==> config.mk <==
export PLATFORM = sky130hd
export DESIGN_NAME = voice_allocator_flat
export DESIGN_NICKNAME = d
export VERILOG_FILES = /design/src/rtl/voice_allocator_if.sv /design/src/rtl/voice_allocator.sv /design/src/flat_wrapper.sv
export SDC_FILE = /design/constraint.sdc
export NUM_CORES = 1
export LEC_CHECK = 0
export ABC_AREA = 1
export CORE_ASPECT_RATIO = 0.7
export CORE_MARGIN = 8
export CORE_UTILIZATION = 30
export CTS_CLUSTER_DIAMETER = 100
export DETAILED_ROUTE_END_ITERATION = 6
export GPL_ROUTABILITY_DRIVEN = 0
export HOLD_SLACK_MARGIN = 0.06
export PLACE_DENSITY = 0.44
export SLEW_MARGIN = 20
export SYNTH_ARGS = -nofsm -noshare
export SYNTH_HDL_FRONTEND = slang
export SYNTH_SLANG_ARGS = --single-unit
==> constraint.sdc <==
create_clock -name clk_in -period 10.05 [get_ports clk_in]
set_clock_uncertainty 0.2 [all_clocks]
set_input_delay 1.005 -clock clk_in [delete_from_list [all_inputs] [get_ports clk_in]]
set_output_delay 1.005 -clock clk_in [all_outputs]
set_load 0.02 [all_outputs]
==> src/rtl/voice_allocator_if.sv <==
`default_nettype none
// ============================================================================
// Module   : voice_allocator_if
// Brief    : Note-request handshake between score logic and voice allocator.
// Revision : 1.0
// ============================================================================
interface voice_allocator_if #(
  parameter int NOTE_W = 6,
  parameter int DUR_W  = 20
);
  logic              note_valid_in;
  logic              note_ready_out;
  logic [NOTE_W-1:0] note_id_in;
  logic              note_pan_in;
  logic [DUR_W-1:0]  note_dur_in;

  modport master (
    output note_valid_in,
    output note_id_in,
    output note_pan_in,
    output note_dur_in,
    input  note_ready_out
  );

  modport slave (
    input  note_valid_in,
    input  note_id_in,
    input  note_pan_in,
    input  note_dur_in,
    output note_ready_out
  );
endinterface
`default_nettype wire

==> src/rtl/voice_allocator.sv <==
`default_nettype none
// ============================================================================
// Module   : voice_allocator
// Brief    : Assigns note requests to three voices (retrigger, free, steal)
//            and times each voice's duration in sample ticks.
// Revision : 1.0
// ============================================================================
module voice_allocator #(
  parameter int NOTE_W = 6,
  parameter int DUR_W  = 20
) (
  input  wire logic                clk_in,
  input  wire logic                rst_in_n,
  input  wire logic                sample_tick_in,
  input  wire logic                all_off_in,
  voice_allocator_if.slave         note_if,
  output logic [2:0]               voice_active_out,
  output logic [3*NOTE_W-1:0]      voice_note_out,
  output logic [2:0]               voice_pan_out,
  output logic [2:0]               voice_start_out,
  output logic                     steal_out
);

  typedef enum logic {
    IDLE    = 1'b0,
    PLAYING = 1'b1
  } voice_state_e;

  voice_state_e      state_q [3];
  voice_state_e      state_d [3];
  logic [NOTE_W-1:0] note_q  [3];
  logic [NOTE_W-1:0] note_d  [3];
  logic              pan_q   [3];
  logic              pan_d   [3];
  logic [DUR_W-1:0]  rem_q   [3];
  logic [DUR_W-1:0]  rem_d   [3];
  logic [2:0]        start_q;
  logic [2:0]        start_d;
  logic              steal_q;
  logic              steal_d;
  logic              ready_q;
  logic              ready_d;

  logic              accept;
  logic              load;
  logic              retrig_hit;
  logic [1:0]        retrig_idx;
  logic              free_hit;
  logic [1:0]        free_idx;
  logic [1:0]        steal_idx;
  logic [DUR_W-1:0]  best_rem;
  logic [1:0]        chosen_idx;

  assign note_if.note_ready_out = ready_q && !all_off_in;

  // Allocation looks at pre-tick state, so a voice expiring on this edge still counts as active.
  always_comb begin
    accept     = note_if.note_valid_in && note_if.note_ready_out;
    load       = accept && (note_if.note_dur_in != '0);
    retrig_hit = 1'b0;
    retrig_idx = 2'd0;
    free_hit   = 1'b0;
    free_idx   = 2'd0;
    for (int v = 2; v >= 0; v--) begin
      if (state_q[v] == PLAYING && note_q[v] == note_if.note_id_in) begin
        retrig_hit = 1'b1;
        retrig_idx = 2'(v);
      end
      if (state_q[v] == IDLE) begin
        free_hit = 1'b1;
        free_idx = 2'(v);
      end
    end
    steal_idx = 2'd0;
    best_rem  = rem_q[0];
    for (int v = 1; v < 3; v++) begin
      if (rem_q[v] < best_rem) begin
        best_rem  = rem_q[v];
        steal_idx = 2'(v);
      end
    end
    if (retrig_hit)    chosen_idx = retrig_idx;
    else if (free_hit) chosen_idx = free_idx;
    else               chosen_idx = steal_idx;
  end

  always_comb begin
    ready_d = 1'b1;
    steal_d = load && !retrig_hit && !free_hit;
    start_d = 3'b000;
    for (int v = 0; v < 3; v++) begin
      state_d[v] = state_q[v];
      note_d[v]  = note_q[v];
      pan_d[v]   = pan_q[v];
      rem_d[v]   = rem_q[v];
      if (all_off_in) begin
        state_d[v] = IDLE;
        rem_d[v]   = '0;
      end else if (load && chosen_idx == 2'(v)) begin
        state_d[v] = PLAYING;
        note_d[v]  = note_if.note_id_in;
        pan_d[v]   = note_if.note_pan_in;
        rem_d[v]   = note_if.note_dur_in;
        start_d[v] = 1'b1;
      end else if (sample_tick_in && state_q[v] == PLAYING) begin
        rem_d[v] = rem_q[v] - 1'b1;
        if (rem_q[v] == DUR_W'(1)) begin
          state_d[v] = IDLE;
        end
      end
    end
  end

  always_ff @(posedge clk_in) begin
    if (!rst_in_n) begin
      ready_q <= 1'b0;
      steal_q <= 1'b0;
      start_q <= 3'b000;
      for (int v = 0; v < 3; v++) begin
        state_q[v] <= IDLE;
        note_q[v]  <= '0;
        pan_q[v]   <= 1'b0;
        rem_q[v]   <= '0;
      end
    end else begin
      ready_q <= ready_d;
      steal_q <= steal_d;
      start_q <= start_d;
      for (int v = 0; v < 3; v++) begin
        state_q[v] <= state_d[v];
        note_q[v]  <= note_d[v];
        pan_q[v]   <= pan_d[v];
        rem_q[v]   <= rem_d[v];
      end
    end
  end

  generate
    for (genvar g = 0; g < 3; g++) begin : g_voice_out
      assign voice_active_out[g]                 = (state_q[g] == PLAYING);
      assign voice_note_out[g*NOTE_W +: NOTE_W] = note_q[g];
      assign voice_pan_out[g]                    = pan_q[g];
    end
  endgenerate

  assign voice_start_out = start_q;
  assign steal_out       = steal_q;

endmodule
`default_nettype wire

==> src/flat_wrapper.sv <==
// flat-port wrapper written by rule: the top's interface ports become plain ports
module voice_allocator_flat 
#(
  parameter int NOTE_W = 6,
  parameter int DUR_W  = 20
)
  (clk_in, rst_in_n, sample_tick_in, all_off_in, voice_active_out, voice_note_out, voice_pan_out, voice_start_out, steal_out, note_if_note_valid_in, note_if_note_id_in, note_if_note_pan_in, note_if_note_dur_in, note_if_note_ready_out);
  voice_allocator_if #(.NOTE_W(NOTE_W), .DUR_W(DUR_W)) note_if_i ();
  input  wire logic clk_in;
  input  wire logic rst_in_n;
  input  wire logic sample_tick_in;
  input  wire logic all_off_in;
  output logic [2:0] voice_active_out;
  output logic [3*NOTE_W-1:0] voice_note_out;
  output logic [2:0] voice_pan_out;
  output logic [2:0] voice_start_out;
  output logic steal_out;
  input wire logic [$bits(note_if_i.note_valid_in)-1:0] note_if_note_valid_in;
  input wire logic [$bits(note_if_i.note_id_in)-1:0] note_if_note_id_in;
  input wire logic [$bits(note_if_i.note_pan_in)-1:0] note_if_note_pan_in;
  input wire logic [$bits(note_if_i.note_dur_in)-1:0] note_if_note_dur_in;
  output wire logic [$bits(note_if_i.note_ready_out)-1:0] note_if_note_ready_out;
  assign note_if_i.note_valid_in = note_if_note_valid_in;
  assign note_if_i.note_id_in = note_if_note_id_in;
  assign note_if_i.note_pan_in = note_if_note_pan_in;
  assign note_if_i.note_dur_in = note_if_note_dur_in;
  assign note_if_note_ready_out = note_if_i.note_ready_out;
  voice_allocator #(.NOTE_W(NOTE_W), .DUR_W(DUR_W)) u_core (.clk_in(clk_in), .rst_in_n(rst_in_n), .sample_tick_in(sample_tick_in), .all_off_in(all_off_in), .note_if(note_if_i), .voice_active_out(voice_active_out), .voice_note_out(voice_note_out), .voice_pan_out(voice_pan_out), .voice_start_out(voice_start_out), .steal_out(steal_out));
endmodule
* Word-level counts from Yosys, hierarchy flattened
Memories as Yosys holds them, arrays and structs flattened. Index checks and enable logic that the tools add are counted. W data, S select, Z words.
Cells by class: order comparisons 2, equality and inequality tests 8, bitwise logic cells 13, shift-type cells 0, mux-type cells 67, divide/modulo/power cells 0, $mul 0, reductions and logical operators 20, add/subtract/negate cells 3
Operators by type and width (count):
- $mux W20 | 13
- $eq A20 B1 Y1 const B | 3
- $sub A20 B1 Y20 const B | 3
- $mux W6 | 9
- $lt A20 B20 Y1 | 2
- $mux W1 | 36
- $reduce_bool A20 Y1 | 1
- $eq A6 B6 Y1 | 3
- $mux W2 | 9
- $logic_and A1 B1 Y1 | 14
- $or A1 B1 Y1 | 12
- $logic_not A1 Y1 | 3
- $eq A2 B1 Y1 const B | 1
- $eq A2 B2 Y1 const B | 1
- $logic_not A2 Y1 | 1
- $reduce_or A2 Y1 | 1
- $not A1 Y1 | 1
Word-level totals: output and inout port bits 29, ROM bits 0, memories 4, input port bits 32, register bits 5, bits in latches 0, logic and storage cells 120, bits in writable memories 84
Memories:
- u_core.rem_q | depth 3, width 20, rd ports 3, clocked after memory_dff 0, write ports 3, RTL line voice_allocator.sv:35 | logic [DUR_W-1:0] rem_q [3];
- u_core.note_q | depth 3, width 6, rd ports 3, clocked after memory_dff 0, write ports 3, RTL line voice_allocator.sv:31 | logic [NOTE_W-1:0] note_q [3];
- u_core.pan_q | depth 3, width 1, rd ports 3, clocked after memory_dff 0, write ports 3, RTL line voice_allocator.sv:33 | logic pan_q [3];
- u_core.state_q | depth 3, width 1, rd ports 3, clocked after memory_dff 0, write ports 3, RTL line voice_allocator.sv:29 | voice_state_e state_q [3];

* Logic depth before layout (Yosys ltp)
Gate-level depths: netlist of the first run. An unclocked memory read counts as a cell.
depth after elaboration 12, mapped depth 30, mapped depth without buffers 28

* Worst setup path before layout of the first run
OpenSTA, ideal clock, no wires.
path type register to register, from memory u_core.rem_q[0][11], to memory u_core.rem_q[2][9] (netlist: u_core.rem_q[0][49]), data required time 9.718 ns, arrival 3.477 ns, cell stages (with the launch flop) 28, path slack 6.241 ns, period minus slack after synthesis 3.809 ns, library setup time 0.132 ns, path buffers 4, cell sequence dfxtp_1 > inv_1 > ha_1 > nand2_1 > nor2_1 > nand2_1 > nor2_1 > nand2_1 > nand3_2 > clkbuf_1 > buf_1 > nand2_1 > o21ai_0 > ha_1 > nand2_1 > inv_1 > nand3_1 > a31oi_1 > nor4_1 > nand2_1 > nand2_1 > nand2_2 > nand2_4 > buf_6 > buf_2 > nand3_1 > nand2_1 > a21oi_1
RTL lines (RTL line):
- start, declared | voice_allocator.sv:35

==> results of run 1 <==
## per-stage QoR
step | power (mW) | hold WS (ns) | setup WS (ns) | instances | utilization
2_1_floorplan | 0.481 | 0.261 | 6.24 | 1078 | -
6_report | 0.902 | 0.287 | 4.47 | 1425 | 0.353
5_1_grt | 0.950 | 0.321 | 3.83 | 1425 | 0.353
3_3_place_gp | 0.543 | 0.278 | 4.62 | 1409 | 0.339
3_5_place_dp | 0.541 | 0.277 | 4.46 | 1409 | 0.339
4_1_cts | 0.911 | 0.288 | 4.44 | 1425 | 0.353
## cells in the final DEF (no fill, tap or decap), types with 2 or more instances in the layout
master	n
sky130_fd_sc_hd__clkbuf_16	9
sky130_fd_sc_hd__or2_2	6
sky130_fd_sc_hd__ha_1	44
sky130_fd_sc_hd__nand2_1	261
sky130_fd_sc_hd__nand4_1	25
sky130_fd_sc_hd__and3_1	2
sky130_fd_sc_hd__clkinvlp_4	2
sky130_fd_sc_hd__xor2_1	29
sky130_fd_sc_hd__inv_1	99
sky130_fd_sc_hd__o21ai_1	7
sky130_fd_sc_hd__nor4_1	9
sky130_fd_sc_hd__buf_4	5
sky130_fd_sc_hd__clkdlybuf4s50_1	60
sky130_fd_sc_hd__nor4_4	2
sky130_fd_sc_hd__o21a_1	3
sky130_fd_sc_hd__nand3b_1	2
sky130_fd_sc_hd__a21o_1	2
sky130_fd_sc_hd__nor2_1	116
sky130_fd_sc_hd__o21bai_1	19
sky130_fd_sc_hd__nor3_1	15
sky130_fd_sc_hd__xnor2_1	10
sky130_fd_sc_hd__inv_2	3
sky130_fd_sc_hd__nand2_2	4
sky130_fd_sc_hd__clkinv_4	2
sky130_fd_sc_hd__clkinv_1	4
sky130_fd_sc_hd__nand3_1	79
sky130_fd_sc_hd__o21ai_0	75
sky130_fd_sc_hd__a21oi_1	109
sky130_fd_sc_hd__dfxtp_1	89
## synth_stat cells (2+ instances only)
master / n
sky130_fd_sc_hd__nand2_1: 261
sky130_fd_sc_hd__nor2_1: 116
sky130_fd_sc_hd__a21oi_1: 109
sky130_fd_sc_hd__inv_1: 99
sky130_fd_sc_hd__dfxtp_1: 89
sky130_fd_sc_hd__nand3_1: 79
sky130_fd_sc_hd__o21ai_0: 75
sky130_fd_sc_hd__ha_1: 44
sky130_fd_sc_hd__xor2_1: 29
sky130_fd_sc_hd__nand4_1: 25
sky130_fd_sc_hd__clkbuf_1: 23
sky130_fd_sc_hd__o21bai_1: 19
sky130_fd_sc_hd__nor3_1: 15
sky130_fd_sc_hd__buf_2: 12
sky130_fd_sc_hd__xnor2_1: 10
sky130_fd_sc_hd__nor4_1: 9
sky130_fd_sc_hd__buf_6: 7
sky130_fd_sc_hd__o21ai_1: 7
sky130_fd_sc_hd__or2_2: 6
sky130_fd_sc_hd__clkinv_1: 5
sky130_fd_sc_hd__nand2_2: 4
sky130_fd_sc_hd__o21a_1: 3
sky130_fd_sc_hd__a21o_1: 2
sky130_fd_sc_hd__and3_1: 2
sky130_fd_sc_hd__buf_1: 2
sky130_fd_sc_hd__buf_4: 2
sky130_fd_sc_hd__inv_2: 2
sky130_fd_sc_hd__nand3b_1: 2
sky130_fd_sc_hd__nor4_2: 2
## worst min-delay path by stage
stage	from	to	slack [ns]	cells after the start
after CTS	u_core.rem_q[0][19]$_SDFFE_PP0P_	u_core.rem_q[0][19]$_SDFFE_PP0P_	0.29	2
after global placement	u_core.rem_q[0][18]$_SDFFE_PP0P_	u_core.rem_q[0][18]$_SDFFE_PP0P_	0.28	2
after global routing	u_core.pan_q[0][2]$_SDFFE_PN0P_	u_core.pan_q[0][2]$_SDFFE_PN0P_	0.32	2
final	u_core.rem_q[0][19]$_SDFFE_PP0P_	u_core.rem_q[0][19]$_SDFFE_PP0P_	0.29	2
after detailed placement	u_core.rem_q[0][19]$_SDFFE_PP0P_	u_core.rem_q[0][19]$_SDFFE_PP0P_	0.28	2
after floorplan	u_core.rem_q[0][18]$_SDFFE_PP0P_	u_core.rem_q[0][18]$_SDFFE_PP0P_	0.26	2
## where the power goes
| part | internal [mW] | switching, mW | leakage [nW] | total, mW |
|---|---|---|---|---|
| sequential | 0.357 | 0.00512 | 0.719 | 0.362 |
| combinational | 0.0589 | 0.114 | 2.62 | 0.173 |
| clock | 0.200 | 0.167 | 0.145 | 0.367 |
| total | 0.616 | 0.286 | 3.48 | 0.902 |
## logic make-up after synthesis
group / count (synthesis) / synth area share
compound gates: 223 / 0.176
xor+xnor: 39 / 0.0498
fa+ha+maj: 44 / 0.0802
buf+inv: 153 / 0.0950
flops: 89 / 0.260
simple gates: 530 / 0.339
## worst reg2reg max path, stage by stage (launching register included)
cell                      delay [ns]
sky130_fd_sc_hd__dfxtp_1        0.41
sky130_fd_sc_hd__inv_1          0.14
sky130_fd_sc_hd__ha_1           0.31
sky130_fd_sc_hd__nand2_1        0.08
sky130_fd_sc_hd__inv_1          0.04
sky130_fd_sc_hd__nand2_1        0.05
sky130_fd_sc_hd__nand2_1        0.04
sky130_fd_sc_hd__a21oi_1        0.22
sky130_fd_sc_hd__nand3_2        0.56
sky130_fd_sc_hd__o21ai_0        0.49
sky130_fd_sc_hd__ha_1           0.31
sky130_fd_sc_hd__a21oi_1        0.17
sky130_fd_sc_hd__o21ai_0        0.11
sky130_fd_sc_hd__nand3_1        0.08
sky130_fd_sc_hd__nand2_1        0.06
sky130_fd_sc_hd__nand2_1        0.06
sky130_fd_sc_hd__a21oi_1        0.07
sky130_fd_sc_hd__nor4_1         0.20
sky130_fd_sc_hd__nand2_1        0.13
sky130_fd_sc_hd__nand2_1        0.11
sky130_fd_sc_hd__nand2_2        0.07
sky130_fd_sc_hd__nand2_4        0.40
sky130_fd_sc_hd__nand2_2        0.68
sky130_fd_sc_hd__o21ai_0        0.38
sky130_fd_sc_hd__a21oi_1        0.06
## layer usage
layer / wire (µm) / share of wire / up-vias / global-route usage
met4: 272 / 0.011 / 0 / 0.0442
li1: - / - / 3637 / -
met1: 13700 / 0.54 / 3193 / 0.287
met2: 9670 / 0.38 / 201 / 0.239
met5: 0 / 0 / - / 0
met3: 1800 / 0.071 / 14 / 0.0444
## state kept, by name (all words and copies together), names as in the netlist
name and count:
u_core.state_q 3, u_core.steal_out 1, u_core.rem_q 60, u_core.note_q 18, u_core.pan_q 3, u_core.ready_q 1, u_core.voice_start_out 3
## cell type report
type,count,area [µm²],area share
Sequential cell,89,1780,0.224
Inverter,107,404,0.0508
Tap cell,312,390,0.0491
Timing Repair Buffer,65,638,0.0802
Clock inverter,6,67.6,0.00849
Clock buffer,10,239,0.0300
Multi-Input combinational cell,836,4440,0.557
==> metrics.md, run 1 <==
| Metric | Value |
|---|---|
| Result of the run | finished clean |
| Crit path DAT | 5.59 ns |
| Rel. slew slack | 0.381 |
| Number of standard cells after synthesis | 1078 |
| DRC marker count from the first detailed-route iteration | 647 |
| Post-detailed-route DRC marker count | 0 |
| CTS Root Cell | sky130_fd_sc_hd__clkbuf_16 |
| Max Cap Viol | 0 |
| Detailed placement HPWL | 19.1 mm |
| Kind of start point of the critical path | flip-flop |
| Reg-to-reg slack, setup | 4.47 ns |
| Count of flip-flops with a built-in enable after synthesis | 0 |
| Wire per inst | 17.9 µm |
| Count of pins over their slew limit | 0 |
| Startpoint of the worst-slack reg-to-reg timing path | u_core.rem_q[0][14]$_SDFFE_PP0P_ |
| Number of global-route vias before repair | 6394 |
| Dominant cell type by area after synthesis | sky130_fd_sc_hd__dfxtp_1 |
| Maximum number of pins on one net before global-route repair | 62 |
| Cell type group with the largest total delay on the critical path | simple AND/OR/NAND/NOR gates |
| Buffer and inverter count on the worst path | 2 |
| Mean instance size in the synthesized netlist | 6.36 µm² |
| RR Endpoint | u_core.rem_q[0][40]$_SDFFE_PP0P_ |
| First-pass GRT wire length | 39.4 mm |
| Count of cells along the worst register-to-register path | 24 |
| Cell seen most often among critical-path stages | sky130_fd_sc_hd__nand2_1 |
| Floorplan core area | 22600 µm² |
| Number of distinct library cells after synthesis | 47 |
| Share of synthesized registers carrying an async set or reset | 0 |
| Clock Sinks | 89 |
| Setup repair after global routing missed its margin | no |
| Number of cells upsized or downsized after cts | 0 |
| Starting density of the core | 0.304 |
| Cell types occupying the most area after synthesis | sky130_fd_sc_hd__dfxtp_1 (26%), sky130_fd_sc_hd__nand2_1 (14%), sky130_fd_sc_hd__ha_1 (8.0%), sky130_fd_sc_hd__a21oi_1 (8.0%), sky130_fd_sc_hd__nor2_1 (6.3%) |
| Routed vias | 7045 |
| Critical path fanouts, max | 50 |
| Final critical path time including I/O delays and setup | 5.58 ns |
| Termination of the worst setup path | u_core.rem_q[0][40]$_SDFFE_PP0P_ |
| Number of register bits inferred by synthesis | 89 |
| Cell-by-cell trace of the critical path | inv_1, ha_1, nand2_1, inv_1, nand2_1, nand2_1, a21oi_1, nand3_2, o21ai_0, ha_1, a21oi_1, o21ai_0, nand3_1, nand2_1, nand2_1, a21oi_1, nor4_1, nand2_1, nand2_1, nand2_2, nand2_4, nand2_2, o21ai_0, a21oi_1 |
| Height of the chip | 143 µm |
| Power per cell area | 113 nW/µm² |
| Clock network latency to the later pin of the worst-skew pair | 0.36 ns |
| Antenna cells | 0 |
| Peak clock frequency supported by timing | 179 MHz |
| Critical path capture point type | flip-flop |
| Number of endpoints with negative hold slack in the final report | 0 |
| Total of hold buffers inserted after clock tree synthesis | 0 |
| CTS clk-pin slew, worst paths | 0.07 ns |
| Final routed wirelength across all metal layers | 25.5 mm |
| Number of iterations in the first detailed-routing pass | 5 |
| Delay of the slowest cell on the worst path | 0.67 ns |
| Port Buf Inserts | 60 |
| Flip-flop cell with the highest count after synthesis | sky130_fd_sc_hd__dfxtp_1 |
| Final #Nets | 1184 |
| Fill count | 2480 |
| Post-synthesis net count | 1154 |
| Area of the die | 28000 µm² |
| Cts bufs inserted | 9 |
| Final cell area excluding filler cells | 7960 µm² |
| Final setup violation count | 0 |
| Clock H-tree levels | 3 |
| Critical path start-end classification | flip-flop to flip-flop |
| Seq/Total Area, Yosys | 0.260 |
| Min-delay worst type | flip-flop to flip-flop |
| Fraction of synthesized cell area taken by the top area cell type | 0.260 |
| Placement Rows | 46 |
| Origin of the worst setup path | u_core.rem_q[0][14]$_SDFFE_PP0P_ |
| Period Utilization, post-route | 0.555 |
| Crit-path slowest cell | sky130_fd_sc_hd__nand2_2 |
| Synthesized cell area | 6860 µm² |
| Count of antenna-violating nets left after detailed routing | 0 |
| Ys Warns | 0 |
| Largest buffer count on any clock path | 2 |
| Number of cells on the critical path | 24 |
| Average via count per standard cell | 4.94 |
| Gr usage total | 0.183 |
| Post-CTS repair timing setup buffer count | 0 |
| Slew at the pin closest to its max-slew limit | 0.926 ns |
| Signed area change from the synthesized netlist to the final layout | 16.0% |
| TritonCTS clock tree | yes |
| Leakage power summed over all cells | 3.48 nW |
| Boundary Pins | 61 |
| Layout cells sized above 1 | 0.0413 |
| VDD IR-drop max | 0.0854 mV |
| Die width | 197 µm |
| Placement-stage cell area | 7650 µm² |
| Overflow left after global routing | 0 |
| Number of antenna violations at the first check in global routing | 0 |
| Data required, critical path | 10.06 ns |
| Setup TNS | 0 ns |
Note: power is estimated with default switching activity, not from simulation.
==> inputs of run 2 (changes only) <==
clock period = 5.3 ns   (was 10.05 ns; I/O delays follow)
==> run 2 against run 1 <==
Effect of this change: critical path depth rose by 1; sequential power rose by 90%; clock-buffer cell count up 2; critical endpoint is now u_core.rem_q[0][17]$_SDFFE_PP0P_; total power up 94%; wire length up 3.1%; first-iteration DRC count rose by 11%; via count increased by 1.1%; register-to-register slack lost 3.9 ns; worst hold slack hardly changed; largest power group unchanged; setup slack got worse by 3.9 ns; sequential share of layout area down 0.42 points.
==> metrics.md, run 2 (synthesis gave the netlist of run 1 again) <==
| Metric | Value |
|---|---|
| Result of the run | finished clean (unchanged) |
| Clock network latency to the later pin of the worst-skew pair | 0.37 ns (was 0.36 ns) |
| Critical path start-end classification | flip-flop to flip-flop (unchanged) |
| Period Utilization, post-route | 0.901 (was 0.555) |
| Kind of start point of the critical path | flip-flop (unchanged) |
| Number of cells on the worst hold path | 2 (unchanged) |
| Die width | 197 µm (unchanged) |
| Most flop-heavy register | u_core.rem_q (unchanged) |
| Setup repair after global routing missed its margin | no (unchanged) |
| Reg-to-reg slack, setup | 0.53 ns (was 4.47 ns) |
| Clock H-tree levels | 3 (unchanged) |
| Number of antenna violations at the first check in global routing | 0 (unchanged) |
| Height of the chip | 143 µm (unchanged) |
| Cell seen most often among critical-path stages | sky130_fd_sc_hd__nand2_1 (unchanged) |
| Number of endpoints with negative hold slack in the final report | 0 (unchanged) |
| Setup TNS | 0 ns (unchanged) |
| Critical path fanouts, max | 25 (was 50) |
| Boundary Pins | 61 (unchanged) |
| Overall Power | 1.75 mW (was 0.902 mW) |
| Detailed placement HPWL | 19.9 mm (was 19.1 mm) |
| Count of antenna-violating nets left after detailed routing | 0 (unchanged) |
| Rel. slew slack | 0.409 (was 0.381) |
| Placement Rows | 46 (unchanged) |
| Port Buf Inserts | 60 (unchanged) |
| Final routed wirelength across all metal layers | 26.3 mm (was 25.5 mm) |
| Count of cells along the worst register-to-register path | 25 (was 24) |
| Routed vias | 7121 (was 7045) |
| CTS Root Cell | sky130_fd_sc_hd__clkbuf_16 (unchanged) |
| Number of iterations in the first detailed-routing pass | 5 (unchanged) |
| Most common cell after layout, fill and taps aside | sky130_fd_sc_hd__nand2_1 (unchanged) |
| Slew at the pin closest to its max-slew limit | 0.878 ns (was 0.926 ns) |
| Power per cell area | 216 nW/µm² (was 113 nW/µm²) |
| DRC marker count from the first detailed-route iteration | 717 (was 647) |
| Final setup violation count | 0 (unchanged) |
| Clock Sinks | 89 (unchanged) |
| Leakage power summed over all cells | 3.58 nW (was 3.48 nW) |
| Cts bufs inserted | 9 (unchanged) |
| Largest registers | u_core.rem_q x60, u_core.note_q x18 (unchanged) |
| Data required, critical path | 5.38 ns (was 10.06 ns) |
| Area of the die | 28000 µm² (unchanged) |
| RR Endpoint | u_core.rem_q[0][17]$_SDFFE_PP0P_ (was u_core.rem_q[0][40]$_SDFFE_PP0P_) |
| Gr usage total | 0.186 (was 0.183) |
| Origin of the worst min-delay path | u_core.rem_q[0][18]$_SDFFE_PP0P_ (was u_core.rem_q[0][19]$_SDFFE_PP0P_) |
| Floorplan core area | 22600 µm² (unchanged) |
| Layout cells sized above 1 | 0.0498 (was 0.0413) |
| Most frequent cells in the layout | sky130_fd_sc_hd__nand2_1 (261), sky130_fd_sc_hd__nor2_1 (116), sky130_fd_sc_hd__a21oi_1 (109) (unchanged) |
| Overflow left after global routing | 0 (unchanged) |
| Count of pins over their slew limit | 0 (unchanged) |
| Maximum number of pins on one net before global-route repair | 54 (was 62) |
| Buffer and inverter count on the worst path | 6 (was 2) |
| Max Cap Viol | 0 (unchanged) |
| Final critical path time including I/O delays and setup | 4.77 ns (was 5.58 ns) |
| Min-delay worst type | flip-flop to flip-flop (unchanged) |
| Peak clock frequency supported by timing | 209 MHz (was 179 MHz) |
| Post-detailed-route DRC marker count | 0 (unchanged) |
| TritonCTS clock tree | yes (unchanged) |
| Worst-case hold path end point | u_core.rem_q[0][18]$_SDFFE_PP0P_ (was u_core.rem_q[0][19]$_SDFFE_PP0P_) |
| Critical path capture point type | flip-flop (unchanged) |
| Delay of the slowest cell on the worst path | 0.43 ns (was 0.67 ns) |
| Cell type group with the largest total delay on the critical path | simple AND/OR/NAND/NOR gates (unchanged) |
| Average via count per standard cell | 4.95 (was 4.94) |
| Wire per inst | 18.3 µm (was 17.9 µm) |
| Largest buffer count on any clock path | 2 (unchanged) |
| CTS clk-pin slew, worst paths | 0.07 ns (about the same) |
| Number of global-route vias before repair | 6415 (was 6394) |
| Crit path DAT | 4.86 ns (was 5.59 ns) |
| Crit-path slowest cell | sky130_fd_sc_hd__dfxtp_1 (was sky130_fd_sc_hd__nand2_2) |
| VDD IR-drop max | 0.163 mV (was 0.0854 mV) |
| Starting density of the core | 0.304 (unchanged) |
| Final #Nets | 1197 (was 1184) |
| Startpoint of the worst-slack reg-to-reg timing path | u_core.rem_q[0][14]$_SDFFE_PP0P_ (unchanged) |
| Fill count | 2513 (was 2480) |
| Signed area change from the synthesized netlist to the final layout | 18.2% (was 16.0%) |
| First-pass GRT wire length | 39.7 mm (was 39.4 mm) |
| Number of flip-flops in the largest register | 60 (unchanged) |
[run 2: cell count changes in the layout (fill, tap and decap cells not counted)]
cell                         before  now
sky130_fd_sc_hd__nand2_4          1    2
sky130_fd_sc_hd__clkinv_4         2    0
sky130_fd_sc_hd__bufinv_16        1    2
sky130_fd_sc_hd__clkinvlp_4       2    0
sky130_fd_sc_hd__clkbuf_1         0    2
sky130_fd_sc_hd__buf_12           0    3
sky130_fd_sc_hd__nand2_2          4    3
sky130_fd_sc_hd__diode_2          0    1
sky130_fd_sc_hd__nor2_4           1    2
sky130_fd_sc_hd__buf_4            5   14
[run 2: repair_timing]
action,4_1_cts,5_1_grt
hold buffers,0,0
gates resized for setup,0,2
setup buffers,0,3
setup endpoints to repair,0,34
[run 2: area by class of cell]
class	count	area [µm²]	area share
well taps	312	390	0.0481
multi-input cells	837	4450	0.549
flip-flops and latches	89	1780	0.220
clock inverters	3	65.1	0.00802
clock buffers	12	246	0.0304
repair buffers	77	766	0.0944
inverters	107	404	0.0498
diodes	1	2.50	0.000309
[run 2: tightest hold or removal path, cell delays in order, from the launching register on]
cell and delay, ns:
sky130_fd_sc_hd__dfxtp_1 0.31, sky130_fd_sc_hd__nand3_1 0.07, sky130_fd_sc_hd__a21oi_1 0.06
[run 2: metrics by stage]
stage	setup WS (ns)	util	std cells	area (µm²)	hold WS, ns
finish	0.526	0.359	1438	8110	0.287
detailed placement	0.349	0.343	1418	7740	0.275
global route	0.0167	0.359	1437	8110	0.318
global placement	0.447	0.343	1418	7740	0.276
CTS	0.335	0.357	1433	8050	0.285
floorplan	1.49	-	1078	6860	0.261
[run 2: worst max path at each step]
stage	from	endpoint	slack [ns]	cells after the start
3_5_place_dp	u_core.rem_q[0][13]$_SDFFE_PP0P_	u_core.note_q[0][5]$_SDFFE_PN0P_	0.35	25
6_report	u_core.rem_q[0][14]$_SDFFE_PP0P_	u_core.rem_q[0][17]$_SDFFE_PP0P_	0.53	25
3_3_place_gp	u_core.rem_q[0][13]$_SDFFE_PP0P_	u_core.note_q[0][1]$_SDFFE_PN0P_	0.45	25
4_1_cts	u_core.rem_q[0][15]$_SDFFE_PP0P_	u_core.note_q[0][5]$_SDFFE_PN0P_	0.34	25
2_1_floorplan	u_core.rem_q[0][11]$_SDFFE_PP0P_	u_core.rem_q[0][49]$_SDFFE_PP0P_	1.49	27
5_1_grt	u_core.rem_q[0][13]$_SDFFE_PP0P_	u_core.rem_q[0][16]$_SDFFE_PP0P_	0.02	25
[run 2: power breakdown]
| part | leakage [nW] | switching, mW | internal [mW] | total (mW) |
|---|---|---|---|---|
| clock | 0.153 | 0.304 | 0.424 | 0.728 |
| combinational | 2.71 | 0.218 | 0.116 | 0.334 |
| sequential | 0.719 | 0.0100 | 0.677 | 0.687 |
[run 2: routing by layer]
layer	GRT usage	routed length, µm	vias to the layer above
li1	-	-	3647
met1	0.304	14700	3290
met2	0.241	10000	171
met3	0.0328	1340	13
met4	0.0332	214	0
met5	0	0	-
